File: src/rtl/radix4_approx_pkg.sv
// Shared types and sizes for the radix-4 Booth approximate multiplier.
// The digit encoder maps one overlapping 3-bit multiplier window to its Booth digit.
package radix4_approx_pkg;

    localparam int NUM_PP    = 9;
    localparam int PP_WIDTH  = 18;
    localparam int SUM_WIDTH = 34;

    typedef enum logic [2:0] {
        ZERO = 3'd0,
        POS1 = 3'd1,
        POS2 = 3'd2,
        NEG1 = 3'd3,
        NEG2 = 3'd4
    } booth_digit_e;

    // Window is {y[2i+1], y[2i], y[2i-1]}; digit = -2*b2 + b1 + b0.
    function automatic booth_digit_e booth_encode(input logic [2:0] win);
        booth_digit_e d;
        case (win)
            3'b001, 3'b010: d = POS1;
            3'b011:         d = POS2;
            3'b100:         d = NEG2;
            3'b101, 3'b110: d = NEG1;
            default:        d = ZERO;
        endcase
        return d;
    endfunction

endpackage

File: src/rtl/booth_r4_pp_gen.sv
// One radix-4 Booth partial product: d*x as an 18-bit two's complement word,
// where d in {-2,-1,0,1,2} comes from a 3-bit window of the multiplier.
module booth_r4_pp_gen
    import radix4_approx_pkg::*;
(
    input  logic [15:0]                x,
    input  logic [2:0]                 y_win,
    output logic signed [PP_WIDTH-1:0] pp
);

    booth_digit_e                w_digit;
    logic signed [PP_WIDTH-1:0]  w_x1;
    logic signed [PP_WIDTH-1:0]  w_x2;

    assign w_digit = booth_encode(y_win);
    assign w_x1    = {2'b00, x};
    assign w_x2    = {1'b0, x, 1'b0};

    // NOTE: every output of a combinational block gets a default first, so no path leaves it unassigned and infers a latch.
    always_comb begin
        pp = '0;
        case (w_digit)
            POS1:    pp = w_x1;
            POS2:    pp = w_x2;
            NEG1:    pp = -w_x1;
            NEG2:    pp = -w_x2;
            default: pp = '0;
        endcase
    end

endmodule

File: src/rtl/radix4_approx.sv
// Registered 16x16 approximate multiplier: Booth radix-4 partial products with the
// low APPROX_COLS columns truncated, constant rounding compensation, zero bypass and clamp.
module radix4_approx
    import radix4_approx_pkg::*;
#(
    parameter int APPROX_COLS = 8
) (
    input  logic        clk,
    input  logic        rst,
    input  logic        valid_i,
    input  logic [15:0] x,
    input  logic [15:0] y,
    output logic        valid_o,
    output logic [31:0] p
);

    localparam logic [SUM_WIDTH-1:0] COL_MASK  = ~((SUM_WIDTH'(1) << APPROX_COLS) - SUM_WIDTH'(1));
    localparam int                   COMP_SHIFT = (APPROX_COLS > 0) ? APPROX_COLS - 1 : 0;
    localparam logic [SUM_WIDTH-1:0] COMP       = (APPROX_COLS > 0) ? (SUM_WIDTH'(1) << COMP_SHIFT) : '0;

    logic [18:0]                w_y_ext;
    logic signed [PP_WIDTH-1:0] w_pp [NUM_PP];
    logic [SUM_WIDTH-1:0]       w_sum;
    logic [SUM_WIDTH-1:0]       w_comp;
    logic [31:0]                w_result;
    logic                       r_valid;
    logic [31:0]                r_p;

    assign w_y_ext = {2'b00, y, 1'b0};

    for (genvar i = 0; i < NUM_PP; i++) begin : g_pp
        booth_r4_pp_gen u_pp (
            .x     (x),
            .y_win (w_y_ext[2*i +: 3]),
            .pp    (w_pp[i])
        );
    end

    // Sign-extend, align to column 2i, truncate the low columns, accumulate mod 2^34.
    always_comb begin
        logic [SUM_WIDTH-1:0] v_term;
        w_sum = '0;
        for (int i = 0; i < NUM_PP; i++) begin
            v_term = {{(SUM_WIDTH - PP_WIDTH){w_pp[i][PP_WIDTH-1]}}, w_pp[i]};
            v_term = (v_term << (2 * i)) & COL_MASK;
            w_sum  = w_sum + v_term;
        end
    end

    assign w_comp = w_sum + COMP;

    // Bit 32 can never be set for a non-negative result; saturate rather than wrap if it were.
    always_comb begin
        w_result = w_comp[31:0];
        if ((x == 16'd0) || (y == 16'd0) || w_comp[SUM_WIDTH-1]) begin
            w_result = '0;
        end else if (w_comp[32]) begin
            w_result = '1;
        end
    end

    // NOTE: sequential state uses non-blocking assignments so all registers update together at the edge.
    always_ff @(posedge clk) begin
        if (rst) begin
            r_valid <= 1'b0;
            r_p     <= '0;
        end else if (valid_i) begin
            r_valid <= 1'b1;
            r_p     <= w_result;
        end else begin
            r_valid <= 1'b0;
        end
    end

    assign valid_o = r_valid;
    assign p       = r_p;

endmodule

File: config.mk
export PLATFORM = sky130hd
export DESIGN_NAME = radix4_approx
export DESIGN_NICKNAME = d
export VERILOG_FILES = /design/src/rtl/radix4_approx_pkg.sv /design/src/rtl/booth_r4_pp_gen.sv /design/src/rtl/radix4_approx.sv
export SDC_FILE = /design/constraint.sdc
export NUM_CORES = 1
export LEC_CHECK = 0
export BUFFER_PORTS_ARGS = -buffer_cell sky130_fd_sc_hd__buf_2
export CAP_MARGIN = 20
export CORE_MARGIN = 2
export CORE_UTILIZATION = 29
export DETAILED_ROUTE_END_ITERATION = 8
export HOLD_SLACK_MARGIN = 0.02
export PLACE_DENSITY = 0.53
export SLEW_MARGIN = 30
export SYNTH_ARGS = -nofsm -noshare
export SYNTH_HDL_FRONTEND = slang
export SYNTH_HIERARCHICAL = 1
export SYNTH_SLANG_ARGS = --single-unit
File: constraint.sdc
create_clock -name clk -period 23.2 [get_ports clk]
set_input_delay 1.16 -clock clk [delete_from_list [all_inputs] [get_ports clk]]
set_output_delay 1.16 -clock clk [all_outputs]
set_load 0.05 [all_outputs]
==> impl_metrics.tcl <==
set metrics [dict create \
    status "completed" \
    track_usage_pct 18.2 \
    cp-end-kind "flip-flop" \
    core_area_um2 48800 \
    drtIter0Drc 1298 \
    route.detailed.drc 0 \
    critPathSlowestCell "buf_2" \
    io_pins 68 \
    finalCritPeriodShare_pct 45.6 \
    maxSlewViolCount 0 \
    rsz0062_at_grt "no" \
    cp_max_fo 48 \
    antenna_left 0 \
    io_buffers 67 \
    fill_cells 5394 \
    cts_inserted_buffers 3 \
    finalNetCount 2211 \
    cts_resized 0 \
    grt_max_degree 73 \
    slowest_delay_ns 0.72 \
    cp.required_ns 23.37 \
    areaGrowthSynthToFinish_pct 5.91 \
    final_layout_size_suffix_gt1_share_pct 9.60 \
    hp-class "reg -> reg" \
    slew_headroom_pct 33.4 \
    clock.fmax_mhz 94.5 \
    finalClockSkew_ns 0 \
    fp.dieW_um 226 \
    numClockSinks 27 \
    crit_arrival_ns 10.76 \
    clockRootBuffer "clkbuf_16" \
    cts_max_path_buffers 2 \
    synth.avg_cell_area_um2 7.03 \
    drt-total-wl_mm 47.7 \
    syn_area_um2 14300 \
    maxCapViolCount 0 \
    antenna_found_initial 2 \
    cts_setup_buffers 0 \
    vias 14796 \
    regArea_um2 541 \
    cts.reportedPaths.clkPinSlew_ns 0.06 \
    die_area_um2 51200 \
    start_util_pct 29.4 \
    gp_congestion 0.885 \
    postCtsHoldBufs 0 \
    hpwl_mm 34.7 \
    crit_type "in -> reg" \
    grt_first_pass_wirelength_mm 76.4 \
    wl_per_cell_um 17.9 \
    syn_inst 2039 \
    setup_tns_ns 0 \
    cts_tree "done" \
    via_per_inst 5.55 \
    hold_violations 0 \
    drtPass1Iterations 6 \
    worst_pin_slew_ns 1.00 \
    htreeDepth 1 \
    start_kind "input port" \
    antenna_cells 0 \
    die_h_um 226 \
    finalCriticalPeriod_ns 10.58 \
    yosysWarnings 6 \
    setup_viol 0 \
    num_rows 81 \
    multi_input_area_um2 12100 \
    gr-total-overflow 0 \
    grt_pass1_vias 13902 \
    clock_latency_ns 0.26 \
]
[metal layers]
layer	track usage [%]	vias up	share of wire [%]	wire (um)
met5	0	-	0.027	13
met4	3.44	2	1.6	774
met3	1.19	71	6.8	3260
met2	29.7	620	45	21600
met1	26.5	7096	46	22000
li1	-	7007	-	-
[final timing paths]
check             slack [ns]  from    end  cells after the start
setup / recovery       12.62  x[3]  p[15]                     33
hold / removal          0.45  p[7]   p[7]                      2
setup reg to reg       22.59  p[6]   p[6]                      2
hold reg to reg         0.45  p[7]   p[7]                      2
[final cells by class]
type / count / area share, %
multi-input cells: 1579 / 79.7
inverters: 301 / 7.44
clock inverters: 1 / 0.0330
clock buffers: 3 / 0.494
well taps: 664 / 5.47
repair buffers: 89 / 3.31
flip-flops and latches: 27 / 3.56
[through the flow]
stage                     cell area [um^2]  setup WS, ns  hold slack (ns)  instances  util, %
after global placement               15100         12.27            0.434       2659     30.9
after CTS                            15200         12.30            0.452       2663     31.0
after global routing                 15200         11.98            0.472       2664     31.1
after detailed placement             15100         12.08            0.443       2659     30.9
after floorplan                      14400         14.42            0.660       2049        -
final                                15200         12.62            0.448       2664     31.1
[placed cells by master (no fill, tap or decap), drive strengths merged, types with 24 or more instances in the layout]
cell,count
inv,301
nand2,169
nor2,148
o21ai,147
fa,120
nor3,117
buf,89
a21oi,83
a22oi,82
xnor2,82
xor2,63
ha,55
a221o,53
nand3,40
nor4,37
o31ai,36
and2,33
or3,33
o211ai,32
or4,28
dfxtp,27
nor2b,24
[worst max-delay path: cells and delay by family]
kind / cells / cell delay (ns)
buf+inv: 7 / 1.87
compound gates: 14 / 3.19
fa+ha+maj: 6 / 2.59
simple gates: 6 / 1.91
[state kept, by name, summed over array words and instances, names as in the netlist]
name and flops:
p 26, valid_o 1
Power is not shown: default switching activity piles up to over one toggle a cycle in this logic, so the estimate is an artifact.
